==> src/rtl/mfp_ahb_master_arbiter_pkg.sv <==
// Shared types and encodings for the two-master AHB-Lite arbiter.
// An address phase is carried as one packed struct so it can be held and muxed as a unit.
package mfp_ahb_master_arbiter_pkg;

  localparam logic [1:0] HTRANS_IDLE   = 2'b00;
  localparam logic [1:0] HTRANS_BUSY   = 2'b01;
  localparam logic [1:0] HTRANS_NONSEQ = 2'b10;
  localparam logic [1:0] HTRANS_SEQ    = 2'b11;

  localparam logic MST_CPU = 1'b0;
  localparam logic MST_LDR = 1'b1;

  typedef enum logic [1:0] {
    StIdle = 2'd0,
    StHeld = 2'd1,
    StData = 2'd2
  } stage_state_e;

  typedef struct packed {
    logic [31:0] haddr;
    logic [2:0]  hburst;
    logic [3:0]  hprot;
    logic [2:0]  hsize;
    logic [1:0]  htrans;
    logic        hmastlock;
    logic        hwrite;
  } addr_phase_t;

  // The current owner may not be pre-empted while it continues a burst or holds the lock.
  function automatic logic keeps_grant(addr_phase_t ap);
    return (ap.htrans == HTRANS_SEQ) || (ap.htrans == HTRANS_BUSY) || ap.hmastlock;
  endfunction

endpackage

==> src/rtl/mfp_ahb_input_stage.sv <==
// Per-master input stage: one-deep hold register plus IDLE/HELD/DATA tracking.
// Presents either the held or the live address phase as this master's arbitration candidate.
module mfp_ahb_input_stage
  import mfp_ahb_master_arbiter_pkg::*;
(
  input  logic        clk_i,
  input  logic        rst_i,
  input  addr_phase_t live_i,
  input  logic        s_hready_i,
  input  logic        s_hresp_i,
  input  logic        issue_i,
  output logic        cand_valid_o,
  output addr_phase_t cand_o,
  output logic        hready_o,
  output logic        hresp_o
);

  stage_state_e state_q;
  addr_phase_t  hold_q;
  logic         accept;

  always_comb begin
    hready_o     = (state_q == StIdle) || ((state_q == StData) && s_hready_i);
    hresp_o      = (state_q == StData) ? s_hresp_i : 1'b0;
    accept       = hready_o &&
                   ((live_i.htrans == HTRANS_NONSEQ) || (live_i.htrans == HTRANS_SEQ));
    // BUSY from a live master competes for the bus but never creates a data phase.
    cand_valid_o = (state_q == StHeld) || (hready_o && (live_i.htrans != HTRANS_IDLE));
    cand_o       = (state_q == StHeld) ? hold_q : live_i;
  end

  always_ff @(posedge clk_i) begin
    if (rst_i) begin
      state_q <= StIdle;
      hold_q  <= '0;
    end else if (issue_i) begin
      state_q <= StData;
    end else if (state_q == StHeld) begin
      state_q <= StHeld;
    end else if (accept) begin
      state_q <= StHeld;
      hold_q  <= live_i;
    end else if ((state_q == StData) && s_hready_i) begin
      state_q <= StIdle;
    end
  end

endmodule

==> src/rtl/mfp_ahb_master_arbiter.sv <==
// Two-master AHB-Lite arbiter sharing one slave bus between the CPU and the SREC loader.
// Grants move only at transfer boundaries; losers are stalled through their own HREADY.
module mfp_ahb_master_arbiter
  import mfp_ahb_master_arbiter_pkg::*;
#(
  parameter bit LDR_PRIORITY = 1'b1
) (
  input  logic        HCLK,
  input  logic        HRESET,
  input  logic [31:0] cpu_HADDR,
  input  logic [2:0]  cpu_HBURST,
  input  logic [3:0]  cpu_HPROT,
  input  logic [2:0]  cpu_HSIZE,
  input  logic [1:0]  cpu_HTRANS,
  input  logic        cpu_HMASTLOCK,
  input  logic        cpu_HWRITE,
  input  logic [31:0] cpu_HWDATA,
  output logic        cpu_HREADY,
  output logic        cpu_HRESP,
  input  logic [31:0] ldr_HADDR,
  input  logic [2:0]  ldr_HBURST,
  input  logic [3:0]  ldr_HPROT,
  input  logic [2:0]  ldr_HSIZE,
  input  logic [1:0]  ldr_HTRANS,
  input  logic        ldr_HMASTLOCK,
  input  logic        ldr_HWRITE,
  input  logic [31:0] ldr_HWDATA,
  output logic        ldr_HREADY,
  output logic        ldr_HRESP,
  output logic [31:0] s_HADDR,
  output logic [2:0]  s_HBURST,
  output logic [3:0]  s_HPROT,
  output logic [2:0]  s_HSIZE,
  output logic [1:0]  s_HTRANS,
  output logic        s_HMASTLOCK,
  output logic        s_HWRITE,
  output logic [31:0] s_HWDATA,
  input  logic        s_HREADY,
  input  logic        s_HRESP,
  output logic        grant_ldr
);

  addr_phase_t cpu_live, ldr_live, cpu_cand, ldr_cand, win;
  logic        cpu_cv, ldr_cv, any_cand, win_ldr, xfer, cpu_issue, ldr_issue;
  logic        last_owner_q, dphase_vld_q, dphase_owner_q;

  assign cpu_live = '{haddr: cpu_HADDR, hburst: cpu_HBURST, hprot: cpu_HPROT, hsize: cpu_HSIZE,
                      htrans: cpu_HTRANS, hmastlock: cpu_HMASTLOCK, hwrite: cpu_HWRITE};
  assign ldr_live = '{haddr: ldr_HADDR, hburst: ldr_HBURST, hprot: ldr_HPROT, hsize: ldr_HSIZE,
                      htrans: ldr_HTRANS, hmastlock: ldr_HMASTLOCK, hwrite: ldr_HWRITE};

  mfp_ahb_input_stage u_cpu_stage (
    .clk_i        (HCLK),
    .rst_i        (HRESET),
    .live_i       (cpu_live),
    .s_hready_i   (s_HREADY),
    .s_hresp_i    (s_HRESP),
    .issue_i      (cpu_issue),
    .cand_valid_o (cpu_cv),
    .cand_o       (cpu_cand),
    .hready_o     (cpu_HREADY),
    .hresp_o      (cpu_HRESP)
  );

  mfp_ahb_input_stage u_ldr_stage (
    .clk_i        (HCLK),
    .rst_i        (HRESET),
    .live_i       (ldr_live),
    .s_hready_i   (s_HREADY),
    .s_hresp_i    (s_HRESP),
    .issue_i      (ldr_issue),
    .cand_valid_o (ldr_cv),
    .cand_o       (ldr_cand),
    .hready_o     (ldr_HREADY),
    .hresp_o      (ldr_HRESP)
  );

  always_comb begin
    win_ldr = ldr_cv;
    if (cpu_cv && ldr_cv) begin
      if ((last_owner_q == MST_LDR) && keeps_grant(ldr_cand)) begin
        win_ldr = MST_LDR;
      end else if ((last_owner_q == MST_CPU) && keeps_grant(cpu_cand)) begin
        win_ldr = MST_CPU;
      end else begin
        win_ldr = LDR_PRIORITY;
      end
    end
  end

  assign any_cand  = cpu_cv || ldr_cv;
  assign win       = win_ldr ? ldr_cand : cpu_cand;
  assign xfer      = s_HREADY && !HRESET && any_cand && win.htrans[1];
  assign cpu_issue = xfer && !win_ldr;
  assign ldr_issue = xfer && win_ldr;

  always_comb begin
    s_HADDR     = cpu_HADDR;
    s_HBURST    = cpu_HBURST;
    s_HPROT     = cpu_HPROT;
    s_HSIZE     = cpu_HSIZE;
    s_HTRANS    = HTRANS_IDLE;
    s_HMASTLOCK = cpu_HMASTLOCK;
    s_HWRITE    = cpu_HWRITE;
    if (any_cand) begin
      s_HADDR     = win.haddr;
      s_HBURST    = win.hburst;
      s_HPROT     = win.hprot;
      s_HSIZE     = win.hsize;
      s_HTRANS    = win.htrans;
      s_HMASTLOCK = win.hmastlock;
      s_HWRITE    = win.hwrite;
    end
    if (HRESET) begin
      s_HTRANS = HTRANS_IDLE;
    end
  end

  assign s_HWDATA  = (dphase_vld_q && (dphase_owner_q == MST_LDR)) ? ldr_HWDATA : cpu_HWDATA;
  assign grant_ldr = (last_owner_q == MST_LDR);

  always_ff @(posedge HCLK) begin
    if (HRESET) begin
      last_owner_q   <= MST_CPU;
      dphase_vld_q   <= 1'b0;
      dphase_owner_q <= MST_CPU;
    end else if (s_HREADY) begin
      dphase_vld_q <= xfer;
      if (xfer) begin
        dphase_owner_q <= win_ldr;
      end
      // A BUSY winner also becomes the owner so it keeps the grant for its next beat.
      if (any_cand) begin
        last_owner_q <= win_ldr;
      end
    end
  end

endmodule

==> config.mk <==
export PLATFORM = sky130hd
export DESIGN_NAME = mfp_ahb_master_arbiter
export DESIGN_NICKNAME = d
export VERILOG_FILES = /design/src/rtl/mfp_ahb_master_arbiter_pkg.sv /design/src/rtl/mfp_ahb_input_stage.sv /design/src/rtl/mfp_ahb_master_arbiter.sv
export SDC_FILE = /design/constraint.sdc
export NUM_CORES = 1
export LEC_CHECK = 0
export BUFFER_PORTS_ARGS = -buffer_cell sky130_fd_sc_hd__buf_2
export CAP_MARGIN = 20
export CORE_ASPECT_RATIO = 1.2
export CORE_MARGIN = 2
export CORE_UTILIZATION = 42
export DETAILED_ROUTE_END_ITERATION = 7
export GPL_ROUTABILITY_DRIVEN = 1
export PLACE_DENSITY = 0.73
export SETUP_SLACK_MARGIN = 0.05
export SYNTH_ARGS = -nofsm -noshare
export SYNTH_HDL_FRONTEND = slang
export SYNTH_SLANG_ARGS = --single-unit
==> constraint.sdc <==
create_clock -name HCLK -period 4.8 [get_ports HCLK]
set_input_delay 0.96 -clock HCLK [delete_from_list [all_inputs] [get_ports HCLK]]
set_output_delay 0.96 -clock HCLK [all_outputs]
set_load 0.01 [all_outputs]
==> results of run 1 <==
-- worst max-delay path, stage by stage --
cell,delay [ns]
buf_2,0.23
nand2b_1,0.12
a21oi_2,0.30
a21oi_4,0.21
buf_12,0.23
a211oi_1,0.46
a31oi_1,0.10
buf_2,0.17
-- placed cells by master (no fill, tap or decap), drive strengths merged, types with 34 or more instances in the layout --
cell and instances:
and2 49, a211oi 46, a31oi 45, dfxtp 99, a31o 46, mux2 34, mux2i 46, buf 254
a21oi 54, nand2 233
-- final cells by class --
cell class                      instances  area [um^2]  share of cell area (%)
Sequential cell                        99         1980                    26.7
Timing Repair Buffer                  254         1310                    17.7
Tap cell                              171          214                    2.89
Inverter                                4         17.5                   0.236
Clock inverter                          2         35.0                   0.473
Clock buffer                           14          254                    3.43
Antenna cell                            2         5.00                  0.0675
Multi-Input combinational cell        582         3590                    48.5
-- worst paths after layout --
kind / from / endpoint / slack (ns) / cells past startpoint
setup / recovery: s_HREADY / s_HMASTLOCK / 1.05 / 8
hold / removal: u_ldr_stage.hold_q[32] / u_ldr_stage.hold_q[32] / 0.46 / 2
setup reg to reg: u_cpu_stage.state_q[1] / u_ldr_stage.hold_q[31] / 2.30 / 6
hold reg to reg: u_ldr_stage.hold_q[32] / u_ldr_stage.hold_q[32] / 0.46 / 2
-- registers in the layout, indices dropped and copies added (netlist names) --
signal	flops
dphase_owner_q	1
dphase_vld_q	1
grant_ldr	1
u_cpu_stage.hold_q	46
u_cpu_stage.state_q	2
u_ldr_stage.hold_q	46
u_ldr_stage.state_q	2
-- power by group --
part | switching [uW] | internal [uW]
Sequential | 42.9 | 896
Combinational | 511 | 353
Clock | 308 | 419
-- metrics by stage --
step / total power, uW / cell area, um^2
floorplan: 1520 / 5970
global placement: 1820 / 7120
detailed placement: 1820 / 7120
CTS: 2550 / 7410
global route: 2660 / 7410
finish: 2530 / 7410
-- per-layer routing --
metal	vias to the layer above	GRT usage (%)	share of wire (%)	wire length, um
met1	2837	27.1	40	7620
met2	205	41.4	49	9190
met5	-	0	0	0
met3	20	8.53	9.2	1730
met4	0	7.38	1.8	336
li1	3043	-	-	-
-- cell families (layout without fill, tap and decap cells) --
logic type / count (synthesis) / after routing / synth area share [%]
other cells: 0 / 2 / 0
flops: 99 / 99 / 33.2
buf+inv: 78 / 274 / 7.46
mux: 80 / 80 / 14.1
simple gates: 301 / 301 / 21.8
compound gates: 201 / 201 / 23.4
==> run_results.csv, run 1 <==
group,metric,value,unit
floorplan,fp.coreArea,0.0138,mm^2
floorplan,die_area,0.0152,mm^2
clock_tree,clockRootBuffer,"clkbuf_16",
timing,normalized_max_slew_margin,31.3,%
clock_tree,cts_resized,0,
timing,hold_viol_final,0,
detailed_routing,initialDrtViolationCount,395,
synth,ys_ff_latch,99,
synth,postSynthNetCount,919,
global_routing,grt_max_degree,97,
global_routing,first_global_vias,5509,
synth,synth_async_sr_flop_share,0,%
run_status,outcome,"completed",
timing,maxClockFrequency,267,MHz
synth,yosysWarningCount,0,
flow_run,max_cap_violations,0,
clock_tree,clk_pin_slew_worst_paths,0.06,ns
worst_setup_path,worstSetupStartpointType,"input pin",
synth,per_instance_average_area_after_synthesis,7.87,um^2
finish,finish.cell_count_without_fillers,1128,
timing,fin_worst_skew,0.00889,ns
clock_tree,htree_num_levels,3,
detailed_routing,drt-total-wl,18.9,mm
synth,yosys-top-cells-count,"233 x nand2_1, 99 x dfxtp_1, 52 x a21oi_1, 49 x and2_1",
floorplan,die_w,113,um
timing,tightestPinTransition,1.03,ns
placement,dp_cells,1110,
placement,port-buffer-count,242,
clock_tree,post_cts.repair.setup_buffers,0,
placement,finalWeightedCongestion,0.868,
clock_tree,tritoncts.num_buffers,9,
global_routing,grt-ovfl-total,0,
synth,ys_seq_area_share,33.2,%
floorplan,initial_utilization,43.2,%
timing,final_period_minus_worst_setup_slack,3.75,ns
detailed_routing,drt_first_pass_iters,4,
synth,post_synth_inst_count,759,
finish,num-nets-final,1110,
timing,setup_ws,1.05,ns
clock_tree,cts_tree,"built",
power,leakagePower,0.00323,uW
finish,layout_filler_cell_count,1323,
timing,post_route_setup_tns,0,ns
placement,dp_slack,1.07,ns
synth,postSynth.topFlopCell,"dfxtp_1",
floorplan,rows,47,
timing,finalSetupViolations,0,
detailed_routing,wire_per_inst,16.7,um
timing,report.final.slew_viol_count,0,
synth,most_used_standard_cell_by_instance_count_after_synthesis,"nand2_1",
synth,post_synth_instance_area,0.00597,mm^2
global_routing,grt_usage,23.7,%
power,powerDensity,341,mW/mm^2
global_routing,initial_antenna_violation_count,2,
finish,syn2layout_area_growth,24.1,%
worst_setup_path,worstPathRequired,3.84,ns
worst_setup_path,largest_fanout_on_the_critical_path,44,
clock_tree,clock_insertion_delay_worst_skew,0.34,ns
finish,post-route-util,53.6,%
clock_tree,cts.path.max_buffers,2,
worst_setup_path,end_kind,"output pin",
power,peakVddDrop,236,uV
floorplan,i_o_pins,243,
worst_setup_path,worst-setup-path-type,"input pin to output pin",
finish,drive_above_1_share,33.2,%
placement,place_hpwl,12.7,mm
synth,yosys-top-cells-area,"dfxtp_1 33%, nand2_1 15%, mux2i_1 7.7%",
timing,setup_repair_after_global_routing_missed_its_margin,"false",
synth,synth_top_cell_area_share,33.2,%
clock_tree,cts_hold_repair.buffers,0,
timing,final_hold_slack,0.455,ns
floorplan,die-height,135,um
detailed_routing,postRouteAntennaNets,0,
synth,yosys.cell_types.count,37,
clock_tree,numClockSinks,99,
worst_setup_path,timing.critical_path.arrival,2.79,ns
global_routing,grt_first_pass_wirelength,28.6,mm
synth,cell_accounting_for_the_most_synthesized_area,"dfxtp_1",
worst_hold_path,worstHoldPathType,"flip-flop to flip-flop",
synth,synth_edf_count,0,
detailed_routing,dr_total_vias,6105,
detailed_routing,drcViolationCount,0,
detailed_routing,route.detailed.vias_per_inst,5.41,
timing,min_period_over_period,78.1,%
(Power assumes the default switching activity.)
==> run 2: changes to the inputs <==
==> constraint.sdc (replaced) <==
create_clock -name HCLK -period 3.8 [get_ports HCLK]
set_input_delay 0.76 -clock HCLK [delete_from_list [all_inputs] [get_ports HCLK]]
set_output_delay 0.76 -clock HCLK [all_outputs]
set_load 0.01 [all_outputs]
==> run 2 against run 1 <==
Effect of this change:
- clock skew is 0.0041 ns higher
- wire length is 1.1% lower
- core utilization up 0.45 points
==> run_results.csv, run 2 (synthesis gave the netlist of run 1 again) <==
group,metric,value,unit
run_status,outcome,"completed",
clock_tree,tritoncts.num_buffers,9,
floorplan,die_area,0.0152,mm^2
finish,layout_filler_cell_count,1372,
worst_hold_path,holdCritStartpoint,"u_ldr_stage.hold_q[6]",
global_routing,grt-ovfl-total,0,
finish,num-nets-final,1113,
global_routing,grt_usage,23.5,%
global_routing,grt_util_met2,39.0,%
placement,finalWeightedCongestion,0.849,
global_routing,grt_busiest_layer,"met2",
finish,most-common-layout-cells,"242 x buf_2, 232 x nand2_1, 99 x dfxtp_1",
worst_setup_path,worstPathRequired,3.04,ns
power,peakVddDrop,312,uV
clock_tree,cts_tree,"built",
worst_hold_path,hold-path-endpoint,"u_ldr_stage.hold_q[6]",
worst_hold_path,worstHoldPathCells,2,
global_routing,grt_use_met1,26.8,%
finish,mostFrequentLayoutCell,"buf_2",
floorplan,rows,47,
power,powerDensity,426,mW/mm^2
finish,post-route-util,54.1,%
worst_setup_path,worst_r2r_startpoint,"u_cpu_stage.state_q[1]",
clock_tree,htree_num_levels,3,
worst_setup_path,end_kind,"output pin",
power,leakagePower,0.00325,uW
power,power_switching_share,34.2,%
worst_setup_path,ff2ff_setup_slack,1.56,ns
worst_hold_path,worstHoldPathType,"flip-flop to flip-flop",
worst_setup_path,worst-setup-path-type,"input pin to output pin",
finish,multiInputGateArea,0.00359,mm^2
detailed_routing,initialDrtViolationCount,330,
finish,drive_above_1_share,33.6,%
worst_setup_path,rr_endpoint,"u_ldr_stage.hold_q[35]",
global_routing,groute.layer.met3.usage,7.90,%
timing,normalized_max_slew_margin,40.4,%
placement,port-buffer-count,242,
worst_setup_path,timing.reg2reg.worst_path_depth,6,
detailed_routing,drcViolationCount,0,
clock_tree,cts_resized,0,
placement,place_hpwl,13.1,mm
global_routing,initial_antenna_violation_count,4,
floorplan,i_o_pins,243,
detailed_routing,wire_per_inst,16.5,um
detailed_routing,drt-total-wl,18.7,mm
worst_setup_path,timing.critical_path.arrival,2.48,ns
worst_setup_path,largest_fanout_on_the_critical_path,43,
clock_tree,cts_hold_repair.buffers,0,
detailed_routing,dr_total_vias,6128,
global_routing,grt_max_degree,94,
power,power_frac_clock,28.3,%
floorplan,fp.coreArea,0.0138,mm^2
power,intPower,2090,uW
global_routing,first_global_vias,5827,
timing,post_route_setup_tns,0,ns
timing,report.final.slew_viol_count,0,
timing,maxClockFrequency,309,MHz
clock_tree,clock_insertion_delay_worst_skew,0.34,ns
clock_tree,clockRootBuffer,"clkbuf_16",
floorplan,die_w,113,um
floorplan,initial_utilization,43.2,%
detailed_routing,drt_first_pass_iters,5,
detailed_routing,route.detailed.vias_per_inst,5.41,
timing,tightestPinTransition,0.894,ns
finish,largestRegisters,"u_cpu_stage.hold_q: 46 flops, u_ldr_stage.hold_q: 46 flops",
clock_tree,numClockSinks,99,
finish,syn2layout_area_growth,25.2,%
clock_tree,clk_pin_slew_worst_paths,0.06,ns
clock_tree,post_cts.repair.setup_buffers,0,
power,power.switching,1090,uW
timing,hold_viol_final,0,
finish,regArea,0.00198,mm^2
detailed_routing,postRouteAntennaNets,0,
timing,min_period_over_period,85.3,%
timing,setup_repair_after_global_routing_missed_its_margin,"false",
worst_setup_path,worstSetupStartpointType,"input pin",
timing,finalSetupViolations,0,
floorplan,die-height,135,um
clock_tree,cts.path.max_buffers,2,
timing,fin_worst_skew,0.0130,ns
power,seq_power_share,37.3,%
timing,final_period_minus_worst_setup_slack,3.24,ns
power,power_frac_comb,34.4,%
flow_run,max_cap_violations,0,
global_routing,grt_first_pass_wirelength,28.8,mm
[run 2: per-layer routing]
layer	vias up	share of wire (%)	wire length (um)
li1	3057	-	-
met1	2815	40	7410
met2	221	48	8930
met3	35	9.2	1720
met4	0	3.2	595
met5	-	0	0
[run 2: area by class of cell]
cell class                      instances  share of cell area [%]
Clock buffer                           10                    3.06
Inverter                                4                   0.234
Sequential cell                        99                    26.5
Tap cell                              171                    2.86
Timing Repair Buffer                  257                    18.4
Multi-Input combinational cell        582                    48.1
Clock inverter                          5                   0.736
Antenna cell                            5                   0.167
[run 2: worst max-delay path, stage by stage]
cell and delay [ns]:
buf_2 0.12, nor2_1 0.07, a211oi_2 0.45, a21oi_4 0.17, buf_12 0.21, a211oi_1 0.44, a31oi_1 0.09, buf_2 0.16
[run 2: power groups by stage]
stage	registers, uW	logic [uW]	clock network, uW
floorplan	1190	726	0
global placement	1210	1090	0
detailed placement	1210	1100	0
CTS	1190	1100	921
global route	1200	1200	958
finish	1190	1100	900
[run 2: how the worst max path moves through the flow]
stage | depth (start not counted) | to | from | slack (ns)
after floorplan | 7 | s_HTRANS[0] | s_HREADY | 1.06
after global placement | 8 | s_HMASTLOCK | cpu_HTRANS[0] | 0.58
after detailed placement | 8 | s_HMASTLOCK | cpu_HTRANS[0] | 0.57
after CTS | 8 | s_HMASTLOCK | cpu_HTRANS[0] | 0.56
after global routing | 8 | s_HMASTLOCK | s_HREADY | 0.41
final | 8 | s_HMASTLOCK | cpu_HTRANS[0] | 0.56
[run 2: metrics by stage]
stage                     total power, uW  setup WS [ns]  instance area (um^2)  hold WS, ns  instances
after floorplan                      1920           1.06                  5970        0.434        759
after global routing                 3360          0.409                  7470        0.478       1131
after global placement               2300          0.584                  7180        0.444       1113
after CTS                            3210          0.560                  7460        0.459       1128
after detailed placement             2310          0.566                  7180        0.447       1113
final                                3180          0.559                  7480        0.458       1133
==> run 3: changes to the inputs <==
==> constraint.sdc (replaced) <==
create_clock -name HCLK -period 3.6 [get_ports HCLK]
set_input_delay 0.72 -clock HCLK [delete_from_list [all_inputs] [get_ports HCLK]]
set_output_delay 0.72 -clock HCLK [all_outputs]
set_load 0.01 [all_outputs]
==> run 3 against run 2 <==
Effect of this change:
- sequential share of layout area barely moved
- wire length fell by 0.28%
- final cell count fell by 0.18%
- combinational power rose by 5%
- sequential power rose by 5%
- critical path type is now flip-flop to output pin
- highest routed layer unchanged
==> run_results.csv, run 3 (synthesis gave the netlist of run 1 again) <==
group,metric,value,unit
worst_setup_path,timing.critical_path.slowest_cell_delay,0.45,ns
worst_setup_path,crit_slowest_cell,"a211oi_1",
detailed_routing,wire_per_inst,16.5,um
timing,hold_viol_final,0,
finish,syn2layout_area_growth,25.4,%
finish,drive_above_1_share,33.5,%
worst_setup_path,largest_fanout_on_the_critical_path,40,
clock_tree,cts_resized,0,
floorplan,die_area,0.0152,mm^2
clock_tree,clockRootBuffer,"clkbuf_16",
global_routing,initial_antenna_violation_count,3,
timing,report.final.slew_viol_count,0,
detailed_routing,drt_first_pass_iters,5,
worst_setup_path,worstSetupStartpoint,"u_cpu_stage.state_q[1]",
worst_setup_path,worstPathRequired,2.88,ns
worst_setup_path,timing.critical_path.cells,"nand2b_2 -> a211oi_2 -> a21oi_4 -> buf_12 -> a211oi_1 -> a31oi_1 -> buf_2",
detailed_routing,dr_total_vias,6170,
timing,post_route_setup_tns,0,ns
detailed_routing,drcViolationCount,0,
placement,place_hpwl,13.0,mm
floorplan,rows,47,
clock_tree,cts_hold_repair.buffers,0,
power,leakagePower,0.00325,uW
worst_setup_path,end_kind,"output pin",
timing,normalized_max_slew_margin,62.7,%
timing,setup_repair_after_global_routing_missed_its_margin,"false",
power,peakVddDrop,230,uV
finish,num-nets-final,1112,
worst_setup_path,timing.critical_path.arrival,2.48,ns
placement,finalWeightedCongestion,0.828,
clock_tree,tritoncts.num_buffers,9,
timing,setup_ws,0.397,ns
timing,finalSetupViolations,0,
timing,final_hold_slack,0.456,ns
clock_tree,clock_insertion_delay_worst_skew,0.35,ns
detailed_routing,route.detailed.vias_per_inst,5.46,
clock_tree,cts.path.max_buffers,2,
floorplan,initial_utilization,43.2,%
power,powerDensity,453,mW/mm^2
clock_tree,post_cts.repair.setup_buffers,0,
finish,largestRegisters,"u_cpu_stage.hold_q: 46 flops, u_ldr_stage.hold_q: 46 flops",
detailed_routing,postRouteAntennaNets,0,
worst_hold_path,holdCritStartpoint,"u_ldr_stage.hold_q[28]",
finish,most-common-layout-cells,"242 x buf_2, 232 x nand2_1, 99 x dfxtp_1",
global_routing,grt_max_degree,101,
worst_setup_path,worst-setup-path-type,"flip-flop to output pin",
global_routing,grt_usage,23.4,%
timing,fin_worst_skew,0.00747,ns
timing,maxClockFrequency,312,MHz
global_routing,grt_first_pass_wirelength,28.4,mm
global_routing,grt-ovfl-total,0,
timing,tightestPinTransition,0.560,ns
worst_hold_path,worstHoldPathType,"flip-flop to flip-flop",
clock_tree,htree_num_levels,3,
placement,port-buffer-count,242,
floorplan,fp.coreArea,0.0138,mm^2
finish,mostFrequentLayoutCell,"buf_2",
clock_tree,numClockSinks,99,
flow_run,max_cap_violations,0,
timing,min_period_over_period,89.0,%
global_routing,first_global_vias,5716,
timing,final_period_minus_worst_setup_slack,3.20,ns
worst_setup_path,worstSetupStartpointType,"flip-flop",
floorplan,die_w,113,um
worst_setup_path,worst_r2r_startpoint,"u_cpu_stage.state_q[0]",
clock_tree,cts_tree,"built",
floorplan,i_o_pins,243,
detailed_routing,drt-total-wl,18.6,mm
detailed_routing,initialDrtViolationCount,298,
clock_tree,clk_pin_slew_worst_paths,0.07,ns
placement,dp_slack,0.430,ns
floorplan,die-height,135,um
run_status,outcome,"completed",
==> run 3: final cells by class <==
cell class	count	area, um^2
diodes	3	7.51
well taps	171	214
clock inverters	4	50.0
repair buffers	256	1380
flip-flops and latches	99	1980
inverters	4	17.5
fillers	1365	6330
multi-input cells	582	3590
clock buffers	12	246
==> run 3: final timing paths <==
kind                       endpoint  slack [ns]  depth (start not counted)
max reg2reg  u_cpu_stage.hold_q[32]        1.31                          6
max                     s_HMASTLOCK        0.40                          7
min reg2reg  u_ldr_stage.hold_q[28]        0.46                          2
min          u_ldr_stage.hold_q[28]        0.46                          2
==> run 3: power breakdown <==
group	leakage, uW	internal, uW	switching, uW
clock network	0.000139	557	425
registers	0.000813	1190	57.6
logic	0.00230	483	676
==> run 3: metrics by stage <==
step                instance area (um^2)  utilization [%]  instances  total power (uW)
floorplan                           5970                -        759              2030
finish                              7490             54.2       1131              3390
detailed placement                  7180             52.0       1112              2440
global route                        7490             54.2       1130              3570
CTS                                 7480             54.1       1128              3420
global placement                    7180             52.0       1112              2430
==> run 3: metal layers <==
metal	vias to the layer above	wire length (um)	global-route usage [%]
li1	3051	-	-
met5	-	0	0
met2	215	8910	39.3
met1	2873	7510	27.3
met4	0	546	10.6
met3	31	1640	7.41
==> run 3: worst max-delay path: cells and delay by family (launching register included) <==
| family | cells | cell delay (ns) |
|---|---|---|
| AO/OA/AOI/OAI | 4 | 1.14 |
| AND/OR/NAND/NOR | 1 | 0.22 |
| buffers and inverters | 2 | 0.36 |
| flip-flops | 1 | 0.38 |
